[config.mk]
export PLATFORM = sky130hd
export DESIGN_NAME = store_aux_rmw
export DESIGN_NICKNAME = d
export VERILOG_FILES = /design/src/rtl/store_aux_rmw.sv
export SDC_FILE = /design/constraint.sdc
export NUM_CORES = 1
export LEC_CHECK = 0
export BUFFER_PORTS_ARGS = -buffer_cell sky130_fd_sc_hd__buf_2
export CORE_UTILIZATION = 45
export DETAILED_ROUTE_END_ITERATION = 10
export HOLD_SLACK_MARGIN = 0.05
export PLACE_DENSITY = 0.84
export SETUP_SLACK_MARGIN = 0.05
export SYNTH_ARGS = -nofsm -noshare
export SYNTH_HDL_FRONTEND = slang
export SYNTH_SLANG_ARGS = --single-unit
export TNS_END_PERCENT = 10
[constraint.sdc]
create_clock -name clk -period 3.6 [get_ports clk]
set_input_delay 0.54 -clock clk [delete_from_list [all_inputs] [get_ports clk]]
set_output_delay 0.54 -clock clk [all_outputs]
set_load 0.03 [all_outputs]
[src/rtl/store_aux_rmw.sv]
// Store path for sw/sh/sb: word stores write directly, halfword/byte stores
// read the addressed word, replace the low lane and write it back.
module store_aux_rmw #(
  parameter int unsigned READ_LATENCY = 1
) (
  input  logic        clk,
  input  logic        reset,
  input  logic        start,
  input  logic [1:0]  SScontroler,
  input  logic [31:0] address,
  input  logic [31:0] B_in,
  input  logic [31:0] mem_rdata,
  output logic [31:0] mem_addr,
  output logic        mem_wr,
  output logic [31:0] mem_wdata,
  output logic        busy,
  output logic        done
);

  localparam int unsigned CNT_W  = 3;
  localparam int unsigned DATA_W = 32;

  localparam logic [1:0] SZ_WORD = 2'b00;
  localparam logic [1:0] SZ_HALF = 2'b10;
  localparam logic [1:0] SZ_BYTE = 2'b01;
  localparam logic [1:0] SZ_RSVD = 2'b11;

  typedef enum logic [1:0] {
    IDLE  = 2'd0,
    READ  = 2'd1,
    WRITE = 2'd2,
    DONE  = 2'd3
  } state_t;

  state_t              state, state_n;
  logic [CNT_W-1:0]    cnt, cnt_n;
  logic [1:0]          size_q, size_n;
  logic [DATA_W-1:0]   b_q, b_n;
  logic [DATA_W-1:0]   rd_q, rd_n;
  logic [DATA_W-1:0]   addr_n;
  logic [DATA_W-1:0]   merged_c;

  // Next-state, request latching and lane merge; outputs are registered from these.
  always_comb begin
    state_n = state;
    cnt_n   = cnt;
    size_n  = size_q;
    b_n     = b_q;
    rd_n    = rd_q;
    addr_n  = mem_addr;

    unique case (state)
      IDLE: begin
        if (start) begin
          addr_n = address;
          b_n    = B_in;
          size_n = SScontroler;
          if (SScontroler == SZ_WORD) begin
            state_n = WRITE;
          end else if (SScontroler == SZ_RSVD) begin
            state_n = DONE;
          end else begin
            state_n = READ;
            cnt_n   = CNT_W'(READ_LATENCY);
          end
        end
      end
      READ: begin
        if (cnt == CNT_W'(0)) begin
          rd_n    = mem_rdata;
          state_n = WRITE;
        end else begin
          cnt_n = cnt - CNT_W'(1);
        end
      end
      WRITE: state_n = DONE;
      DONE:  state_n = IDLE;
      default: state_n = IDLE;
    endcase

    unique case (size_n)
      SZ_HALF: merged_c = {rd_n[31:16], b_n[15:0]};
      SZ_BYTE: merged_c = {rd_n[31:8], b_n[7:0]};
      default: merged_c = b_n;
    endcase
  end

  // State, latched request and registered memory/handshake outputs.
  always_ff @(posedge clk) begin
    if (reset) begin
      state     <= IDLE;
      cnt       <= '0;
      size_q    <= '0;
      b_q       <= '0;
      rd_q      <= '0;
      mem_addr  <= '0;
      mem_wr    <= 1'b0;
      mem_wdata <= '0;
      busy      <= 1'b0;
      done      <= 1'b0;
    end else begin
      state     <= state_n;
      cnt       <= cnt_n;
      size_q    <= size_n;
      b_q       <= b_n;
      rd_q      <= rd_n;
      mem_addr  <= addr_n;
      mem_wr    <= (state_n == WRITE);
      mem_wdata <= (state_n == WRITE) ? merged_c : '0;
      busy      <= (state_n != IDLE);
      done      <= (state_n == DONE);
    end
  end

endmodule

; Word-level counts from Yosys, hierarchy flattened
; Index checks and enable logic that the tools add are counted.
[totals]
ff_bits = 138
wordCells = 51
inputBits = 101
out_inout_bits = 67
[classes]
n_bitwise = 1
reduce_logical = 9
n_eq_ne = 12
n_mux = 17
n_addsub = 1
[ops]
columns = op, n
row1 = 32-bit 2-to-1 mux, 4
row2 = 32-bit one-hot mux with 2 select lines, 1
row3 = 2-bit == test (second input constant), 6
row4 = 2-bit 2-to-1 mux, 6
row5 = 3-bit 2-to-1 mux, 4
row6 = 2-bit != test (second input constant), 4
row7 = 2-bit one-hot mux with 4 select lines, 1
row8 = 3-bit one-hot mux with 2 select lines, 1
row9 = 5-bit AND reduction, 1
row10 = 2-bit by 1-bit == test with 1-bit output (second input constant), 2
row11 = 2-bit zero test, 2
row12 = 2-bit AND reduction, 2
row13 = 2-bit nonzero test, 2
row14 = 3-bit zero test, 1
row15 = 3-bit by 1-bit subtractor with 3-bit output (second input constant), 1
row16 = 2-bit OR reduction, 1
row17 = 1-bit inverter, 1

; Depth between registers and ports, before layout
; Gate-level depths: netlist of the first run.
[depth]
word_depth = 8
ltp_mapped = 12
depth_no_buf = 8

; Worst setup path before layout of the first run
; Ideal clock, no wire load.
[synth_path]
kind = input to register
from = input start
to = register mem_wdata[14]
slack_ns = 0.898
n_path_buf = 4
required_time_ns = 3.526
arrival_time_ns = 2.628
path_stages = 11
setup_ns = 0.074
path_cell_list = or3b_1 -> clkbuf_1 -> buf_2 -> a21oi_1 -> inv_2 -> ha_1 -> or2_2 -> clkbuf_1 -> clkbuf_1 -> nand3_1 -> a31oi_2
[synth_between]
word_cells_on_any_way = 12
classes_between = eq/ne (3) / mux (7) / bitwise (1) / reduce/logical (1)
[synth_rtl]
columns = item, line
row1 = start: declaration, 8  ; input logic start,
row2 = 2-bit 2-to-1 mux *, 54  ; if (start) begin
row3 = 2-bit 2-to-1 mux *, 52  ; unique case (state)
row4 = via size_n[1], 37  ; logic [1:0] size_q, size_n;
row5 = 2-bit by 1-bit == test with 1-bit output / 2-bit == test (equally long branches), 81  ; unique case (size_n)
row6 = 32-bit one-hot mux with 2 select lines *, 81
row7 = end signal: assignment, 109  ; mem_wdata <= (state_n == WRITE) ? merged_c : '0;
row8 = end: declaration, 15  ; output logic [31:0] mem_wdata,
; Mark *: on every way through the listed nets, which the timed path passes. The rest lies on a longest branch.
; A chain may end at the register's enable or synchronous reset.

; Worst setup path after layout of the first run
[layout_path]
from = register state[0]
to = register mem_wdata[15]
[layout_between]
word_cells_on_any_way = 16
classes_between = eq/ne (6) / mux (7) / bitwise (1) / reduce/logical (2)
[layout_rtl]
columns = item, line
row1 = start: declaration, 35  ; state_t state, state_n;
row2 = start signal: assignment, 102  ; state <= state_n;
row3 = 2-bit zero test *, 52
row4 = 2-bit 2-to-1 mux *, 52
row5 = via size_n[1], 37
row6 = 2-bit by 1-bit == test with 1-bit output / 2-bit == test (equally long branches), 81
row7 = 32-bit one-hot mux with 2 select lines *, 81
; Marks and branches as above.

==> results.sh, run 1 <==
export IMPL_outcome="finished clean"
export IMPL_totalWireLength_mm=11.1
export IMPL_setup_viol=0
export IMPL_antenna_found_initial=0
export IMPL_relSlewSlack_pct=33.1
export IMPL_place_hpwl_mm=7.24
export IMPL_wl_met3_um=630
export IMPL_yosys_top_cells_count="dfxtp_1 (130), nand2_1 (113), a21oi_1 (59), nand3_1 (49), nor2_1 (48)"
export IMPL_synthDistinctLibCells=34
export IMPL_seqCellArea_um2=2600
export IMPL_clk_transition_reported_paths_ns=0.06
export IMPL_fin_nets=806
export IMPL_clock_sinks=130
export IMPL_synth_top_cell_area_share_pct=52.0
export IMPL_vdd_drop_max_v=0.000405
export IMPL_hold_buffers=0
export IMPL_die_w_um=107
export IMPL_path_max_fanout=50
export IMPL_die_h_um=107
export IMPL_synth_area_um2=5000
export IMPL_tightestPinTransition_ns=1.00
export IMPL_cts_repair_resized=0
export IMPL_synth_warnings=0
export IMPL_fin_worst_skew_ns=0.00684
export IMPL_hold_path_class="input pin to flop"
export IMPL_hp_start="address[20]"
export IMPL_vias=4230
export IMPL_synth_top_area_cell="dfxtp_1"
export IMPL_worst_setup_path_type="flop to flop"
export IMPL_dr_wl_met2_mm=5.53
export IMPL_r2r_end="mem_wdata[15]"
export IMPL_viasPerCell=4.97
export IMPL_fmax_mhz=386
export IMPL_cts_tree="done"
export IMPL_area_growth_pct=28.1
export IMPL_dpl_cell_area_um2=5810
export IMPL_gr_total_overflow=0
export IMPL_required_ns=4.02
export IMPL_grt_pass1_vias=4165
export IMPL_drcViolationCount=0
export IMPL_maxCapViolations=0
export IMPL_rsz0062_at_grt="no"
export IMPL_r2r_slack_ns=1.01
export IMPL_whs_path_depth=3
export IMPL_num_rows=38
export IMPL_cts_buffers=17
export IMPL_start_util_pct=46.2
export IMPL_power_density_nw_per_um2=627
export IMPL_crit_path_start_kind="flop"
export IMPL_crit_start="state[0]"
export IMPL_crit_path_end_kind="flop"
export IMPL_wl_met1_mm=4.75
export IMPL_top_layer_used="met4"
export IMPL_timing_final_crit_period_ns=2.59
export IMPL_syn_inst=561
export IMPL_gp_congestion=0.729
export IMPL_syn_avg_cell_area_um2=8.92
export IMPL_yosysSeqAreaShare_pct=52.0
export IMPL_syn_nets=668
export IMPL_ys_flop_type="dfxtp_1"
export IMPL_hold_path_end="mem_addr[20]"
export IMPL_ios=168
export IMPL_port_buffers=159
export IMPL_synth_edff_count=0
export IMPL_leakagePower_uw=0.00272
export IMPL_rr_startpoint="state[0]"
export IMPL_report_final_slew_viol_count=0
export IMPL_yosys_cell_count_top_type="dfxtp_1"
export IMPL_cts_root_buf="clkbuf_8"
export IMPL_cts_htree_levels=4
export IMPL_drt_iter0_markers=166
export IMPL_first_pass_iters=4
export IMPL_n_antenna_cell=0
export IMPL_final_cell_area_um2=6410
export IMPL_tns_ns=0
export IMPL_dieArea_um2=11500
export IMPL_grt_max_degree=72
export IMPL_arrival_ns=3.01
export IMPL_synthArstFlopShare_pct=0
export IMPL_grt_first_pass_wirelength_mm=18.1
export IMPL_cts_buffer_depth=2
export IMPL_reg2reg_depth=8
export IMPL_post_route_period_util_pct=72.0
export IMPL_drive_above_1_share_pct=31.5
export IMPL_core_um2=10800
export IMPL_multi_input_area_um2=2140
export IMPL_cts_setup_buffers=0
export IMPL_grt_total_usage_pct=19.9
export IMPL_wl_per_cell_um=13.0
export IMPL_fillers=972
export IMPL_hold_viol_final=0
export IMPL_synth_area_top_cells="dfxtp_1 (52%), nand2_1 (8.5%), mux2i_1 (6.4%), a21oi_1 (5.9%), nand3_1 (4.9%)"
export IMPL_ys_seq_elements=130
export IMPL_clock_latency_ns=0.51
export IMPL_antenna_left=0
-- cells by family (layout without fill, tap and decap cells) --
group	after synthesis	after routing	share of synthesized area (%)
compound gates	87	87	11.9
xor+xnor	1	1	0.175
fa+ha+maj	6	6	1.50
buf+inv	53	203	5.37
flops	130	130	52.0
mux	32	32	6.40
simple gates	252	252	22.7
-- cell usage in the layout, fill, tap and decap left out, types with 5 or more instances in the layout --
master     instances
buf_2            158
nor2_1            48
or2_1              5
ha_1               6
clkbuf_16         16
mux2i_1           32
a31oi_1            5
nand2_1          113
a21oi_1           59
dfxtp_1          130
a31oi_2           19
or3_1             17
nand3_1           49
-- metrics by stage --
stage | setup WS (ns) | utilization, % | power (uW) | hold slack [ns] | instances
after floorplan | 0.898 | - | 2120 | 0.437 | 561
after global placement | 0.810 | 53.6 | 2280 | 0.438 | 820
after detailed placement | 0.760 | 53.6 | 2300 | 0.443 | 820
after CTS | 0.993 | 59.2 | 4060 | 0.244 | 851
after global routing | 0.843 | 59.2 | 4200 | 0.251 | 851
final | 1.01 | 59.2 | 4020 | 0.268 | 851
-- where the power goes --
part           internal, uW  switching [uW]
clock network          1160             599
logic                   225             452
registers              1550            41.4
-- sequential cells by signal, indices dropped and copies added, names as in the netlist --
name	cells
size_q	2
done	1
cnt	3
rd_q	24
state	2
mem_wdata	32
b_q	32
mem_wr	1
mem_addr	32
busy	1
-- worst max-delay path by stage --
stage                               end  cells after the start
after floorplan           mem_wdata[14]                     11
after global placement    mem_wdata[30]                      8
after detailed placement  mem_wdata[15]                      9
after CTS                 mem_wdata[19]                      7
after global routing      mem_wdata[27]                      7
final                     mem_wdata[15]                      8
-- critical path, cell delays in order, from the launching register on --
cell	delay, ns
dfxtp_1	0.35
or3b_4	0.44
a21oi_1	0.30
inv_2	0.05
ha_1	0.31
buf_12	0.19
nand2b_1	0.33
or2_2	0.37
a31oi_2	0.17
-- layer usage --
layer / GRT usage (%) / up-vias
met4: 8.02 / 0
met5: 0 / -
met3: 5.51 / 17
met1: 21.2 / 1937
met2: 36.9 / 123
li1: - / 2153
-- final cells by class --
class                      count  area share, %
sequential                   130           40.6
multi-input combinational    378           33.3
timing repair buffer         164           13.4
clock buffer                  22           7.06
tap                          140           2.73
clock inverter                 9           2.42
inverter                       8          0.468
No activity file was read; power rests on OpenSTA's default activity.
==> run 2, diff against run 1 <==
Settings changed: PLACE_DENSITY 0.84 to 0.86.
Clock period 3.6 ns to 2.1 ns, I/O delays scaled along.
==> results.sh, run 2 (synthesized netlist as in run 1, its figures left out) <==
export IMPL_outcome="finished clean"
export IMPL_wl_per_cell_um=14.4
export IMPL_setup_viol=0
export IMPL_start_util_pct=46.2
export IMPL_power_density_nw_per_um2=959
export IMPL_path_max_fanout=24
export IMPL_dieArea_um2=11500
export IMPL_ios=168
export IMPL_place_hpwl_mm=7.41
export IMPL_first_pass_iters=4
export IMPL_gp_congestion=0.726
export IMPL_viasPerCell=5.06
export IMPL_clock_sinks=130
export IMPL_area_growth_pct=45.2
export IMPL_hold_path_class="input pin to flop"
export IMPL_vdd_drop_max_v=0.000514
export IMPL_clk_transition_reported_paths_ns=0.06
export IMPL_mostFrequentLayoutCells="buf_2 (159), dfxtp_1 (129), nand2_1 (113)"
export IMPL_rr_startpoint="state[0]"
export IMPL_maxCapViolations=0
export IMPL_antenna_found_initial=2
export IMPL_r2r_end="mem_wdata[22]"
export IMPL_tightestPinTransition_ns=0.470
export IMPL_reg2reg_depth=6
export IMPL_finalNonFillerCells=928
export IMPL_cts_buffer_depth=2
export IMPL_antenna_left=0
export IMPL_dp_slack_ns=-0.482
export IMPL_fin_nets=880
export IMPL_timing_final_crit_period_ns=2.06
export IMPL_drive_above_1_share_pct=32.3
export IMPL_post_route_period_util_pct=97.9
export IMPL_num_rows=38
export IMPL_cts_root_buf="clkbuf_8"
export IMPL_hold_path_end="rd_q[12]"
export IMPL_vias=4693
export IMPL_fmax_mhz=486
export IMPL_r2r_slack_ns=0.04
export IMPL_arrival_ns=2.49
export IMPL_setup_ws_ns=0.0440
export IMPL_rsz0062_at_grt="yes"
export IMPL_clock_latency_ns=0.51
export IMPL_fin_worst_skew_ns=0.00978
export IMPL_grt_pass1_vias=4493
export IMPL_grt_total_usage_pct=23.6
export IMPL_hp_start="mem_rdata[12]"
export IMPL_tns_ns=0
export IMPL_drcViolationCount=0
export IMPL_cts_htree_levels=4
export IMPL_cts_buffers=17
export IMPL_whs_path_depth=3
export IMPL_cts_tree="done"
export IMPL_final_common_cell="buf_2"
export IMPL_die_h_um=107
export IMPL_relSlewSlack_pct=68.7
export IMPL_dp_cells=828
export IMPL_leakagePower_uw=0.00307
export IMPL_grt_max_degree=96
export IMPL_gr_total_overflow=0
export IMPL_required_ns=2.53
export IMPL_drt_iter0_markers=229
export IMPL_hold_viol_final=0
export IMPL_top_regs="b_q x32, mem_addr x32, mem_wdata x32"
export IMPL_whs_ns=0.0734
export IMPL_crit_path_end_kind="flop"
export IMPL_totalWireLength_mm=13.3
export IMPL_fin_util_pct=67.0
export IMPL_port_buffers=159
export IMPL_die_w_um=107
export IMPL_crit_path_start_kind="flop"
export IMPL_grt_first_pass_wirelength_mm=21.2
export IMPL_worst_setup_path_type="flop to flop"
export IMPL_report_final_slew_viol_count=0
export IMPL_core_um2=10800
==> run 2: cell types whose count changed in the layout (fill, tap and decap cells not counted), moves of 3 or more <==
| cell | before | now |
|---|---|---|
| buf_12 | 2 | 5 |
| buf_4 | 4 | 10 |
| bufinv_16 | 4 | 1 |
| dlygate4sd3_1 | 0 | 62 |
| inv_6 | 0 | 8 |
| nand3_1 | 49 | 44 |
| nand3_2 | 0 | 5 |
| nor2_1 | 48 | 45 |
| nor2_4 | 0 | 3 |
==> run 2: critical path, stage by stage, from the launching register on <==
cell	delay, ns
dfxtp_2	0.32
or3b_4	0.46
a21oi_4	0.22
ha_4	0.25
buf_12	0.16
or3_1	0.39
a31oi_2	0.16
==> run 2: power by group <==
group          switching [uW]  internal [uW]
logic                     881            575
clock network            1180           1610
registers                70.2           2650
total                    2140           4830
==> run 2: routing by layer <==
layer	GRT usage, %	vias to the layer above	part of all wire (%)
li1	-	2312	-
met1	27.0	2163	40
met2	41.8	186	51
met3	5.93	32	6.4
met4	9.98	0	2.5
met5	0	-	0
==> run 2: how the worst max path moves through the flow <==
stage	start	to	slack, ns	depth (start not counted)
2_1_floorplan	state[0]	mem_wdata[10]	-0.06	11
3_3_place_gp	start	mem_wdata[31]	-0.36	8
3_5_place_dp	start	mem_wdata[22]	-0.48	8
4_1_cts	state[1]	mem_wdata[26]	0.04	7
5_1_grt	state[0]	mem_wdata[26]	-0.004	7
6_report	state[0]	mem_wdata[22]	0.04	6
==> run 2: timing repair <==
action,CTS,global route
setup buffers,2,0
endpoints found under the setup margin,20,16
hold buffers,62,0
pin swaps,6,2
cloned,2,0
resized for setup,7,3
endpoints found under the hold margin,67,0
==> run 2: area by class of cell <==
class / instances / area (um2)
clock inverter: 14 / 141
antenna: 2 / 5.00
fill: 799 / 3580
sequential: 130 / 2600
clock buffer: 18 / 418
timing repair buffer: 237 / 1620
inverter: 8 / 30.0
tap: 140 / 175
multi-input combinational: 379 / 2270
==> run 2: through the flow <==
stage / power, uW / area [um2]
6_report: 6970 / 7260
3_5_place_dp: 4020 / 5970
4_1_cts: 6980 / 7240
5_1_grt: 7240 / 7260
3_3_place_gp: 3990 / 5970
2_1_floorplan: 3710 / 5130
==> run 3, diff against run 2 <==
Settings changed: CORE_UTILIZATION 45 to 30, PLACE_DENSITY 0.86 to 0.65.
==> results.sh, run 3 (synthesized netlist as in run 1, its figures left out) <==
export IMPL_viasPerCell=4.51
export IMPL_tightestPinTransition_ns=0.731
export IMPL_cts_buffers=17
export IMPL_die_w_um=131
export IMPL_final_cell_area_um2=6950
export IMPL_path_max_fanout=8
export IMPL_fin_worst_skew_ns=0.00907
export IMPL_crit_start="state[0]"
export IMPL_gp_congestion=0.739
export IMPL_leakagePower_uw=0.00289
export IMPL_crit_path_end_kind="flop"
export IMPL_required_ns=2.40
export IMPL_timing_final_crit_period_ns=2.11
export IMPL_clock_latency_ns=0.42
export IMPL_violations="negative setup slack"
export IMPL_p_total_uw=7280
export IMPL_cts_htree_levels=4
export IMPL_vdd_drop_max_v=0.000542
export IMPL_whs_path_depth=3
export IMPL_first_pass_iters=4
export IMPL_busiest_layer="met2"
export IMPL_antenna_left=0
export IMPL_power_density_nw_per_um2=1050
export IMPL_wl_per_cell_um=13.6
export IMPL_vias=4268
export IMPL_setup_viol=1
export IMPL_dpl_cell_area_um2=6100
export IMPL_hold_viol_final=0
export IMPL_slowest_delay_ns=0.47
export IMPL_cts_buffer_depth=2
export IMPL_drcViolationCount=0
export IMPL_report_final_slew_viol_count=0
export IMPL_relSlewSlack_pct=51.3
export IMPL_n_antenna_cell=0
export IMPL_arrival_ns=2.41
export IMPL_die_h_um=131
export IMPL_reg2reg_depth=9
export IMPL_drt_iter0_markers=212
export IMPL_grt_first_pass_wirelength_mm=21.0
export IMPL_port_buffers=159
export IMPL_use_met1_pct=18.0
export IMPL_start_util_pct=31.2
export IMPL_top_regs="b_q x32, mem_addr x32, mem_wdata x32"
export IMPL_outcome="finished, violations left"
export IMPL_crit_path_start_kind="flop"
export IMPL_clk_transition_reported_paths_ns=0.06
export IMPL_cts_tree="done"
export IMPL_hold_path_end="mem_addr[22]"
export IMPL_hp_start="address[22]"
export IMPL_core_um2=16100
export IMPL_grt_use_met3_pct=5.71
export IMPL_maxCapViolations=0
export IMPL_cp_slowest_cell="or3b_4"
export IMPL_path_cells="or3b_4 -> a21oi_4 -> inv_2 -> ha_4 -> buf_12 -> or2_4 -> buf_6 -> nand3_2 -> a31oi_2"
export IMPL_critical_path_buf_inv_count=3
export IMPL_r2r_end="mem_wdata[11]"
export IMPL_crit_family="simple AND/OR/NAND/NOR gates"
export IMPL_grt_total_usage_pct=15.6
export IMPL_num_rows=46
export IMPL_final_common_cell="buf_2"
export IMPL_area_growth_pct=38.8
export IMPL_place_hpwl_mm=8.00
export IMPL_fin_nets=824
export IMPL_hold_path_class="input pin to flop"
export IMPL_dieArea_um2=17200
export IMPL_worst_setup_path_type="flop to flop"
export IMPL_tns_ns=-0.0106
export IMPL_cts_root_buf="clkbuf_16"
export IMPL_drive_above_1_share_pct=37.1
export IMPL_setup_ws_ns=-0.0106
export IMPL_fmax_mhz=474
export IMPL_antenna_found_initial=2
export IMPL_hold_buffers=0
export IMPL_clock_sinks=130
export IMPL_fin_util_pct=43.3
export IMPL_r2r_slack_ns=-0.01
export IMPL_rsz0062_at_grt="yes"
export IMPL_post_route_period_util_pct=101
export IMPL_gr_total_overflow=0
export IMPL_mostFrequentLayoutCells="buf_2 (158), dfxtp_1 (129), nand2_1 (113)"
export IMPL_rr_startpoint="state[0]"
export IMPL_grtUsageMet2_pct=25.9
export IMPL_ios=168
export IMPL_grt_pass1_vias=4154
export IMPL_totalWireLength_mm=12.8
export IMPL_grt_max_degree=96
## run 3: changes by cell type in the layout (fill, tap and decap cells not counted), moves of 3 or more
| cell | change |
|---|---|
| buf_4 | +3 |
| clkbuf_8 | +4 |
| dlygate4sd3_1 | -62 |
| inv_6 | -8 |
| or3_1 | -9 |
| or3_4 | +9 |
## run 3: final cells by class
cell class / instances / area, um2
Inverter: 8 / 30.0
Sequential cell: 130 / 2600
Clock inverter: 8 / 124
Fill cell: 1599 / 9110
Multi-Input combinational cell: 380 / 2340
Timing Repair Buffer: 180 / 1070
Tap cell: 216 / 270
Clock buffer: 24 / 502
## run 3: timing repair
action,CTS,global route
pin swaps,9,14
gates resized for setup,11,15
endpoints found under the setup margin,24,26
cloned,4,0
buffers inserted,2,2
## run 3: worst reg2reg max path, stage by stage (launching register included)
cell	delay [ns]
dfxtp_2	0.31
or3b_4	0.47
a21oi_4	0.17
inv_2	0.06
ha_4	0.29
buf_12	0.15
or2_4	0.30
buf_6	0.14
nand3_2	0.05
a31oi_2	0.07
## run 3: how the worst max path moves through the flow
| stage | to | slack [ns] | depth (start not counted) |
|---|---|---|---|
| finish | mem_wdata[11] | -0.01 | 9 |
| global route | mem_wdata[11] | -0.07 | 9 |
| CTS | mem_wdata[8] | 0.02 | 8 |
| detailed placement | mem_wdata[16] | -0.53 | 8 |
| global placement | mem_wdata[31] | -0.51 | 8 |
| floorplan | mem_wdata[10] | -0.06 | 11 |
## run 3: through the flow
stage	hold slack, ns	instances	setup WS (ns)
after floorplan	0.437	561	-0.0572
after global placement	0.438	906	-0.508
after detailed placement	0.445	906	-0.531
after CTS	0.112	944	0.0199
after global routing	0.118	946	-0.0747
final	0.128	946	-0.0106
## run 3: where the power goes
group	switching (uW)	total [uW]	internal [uW]
sequential	68.1	2720	2650
clock	1070	3090	2020
combinational	891	1460	570
total	2030	7280	5250
## run 3: layer usage
metal	part of all wire [%]	vias to the layer above
li1	-	2193
met4	1.5	2
met1	45	1941
met3	6.4	17
met2	47	115
met5	0.10	-
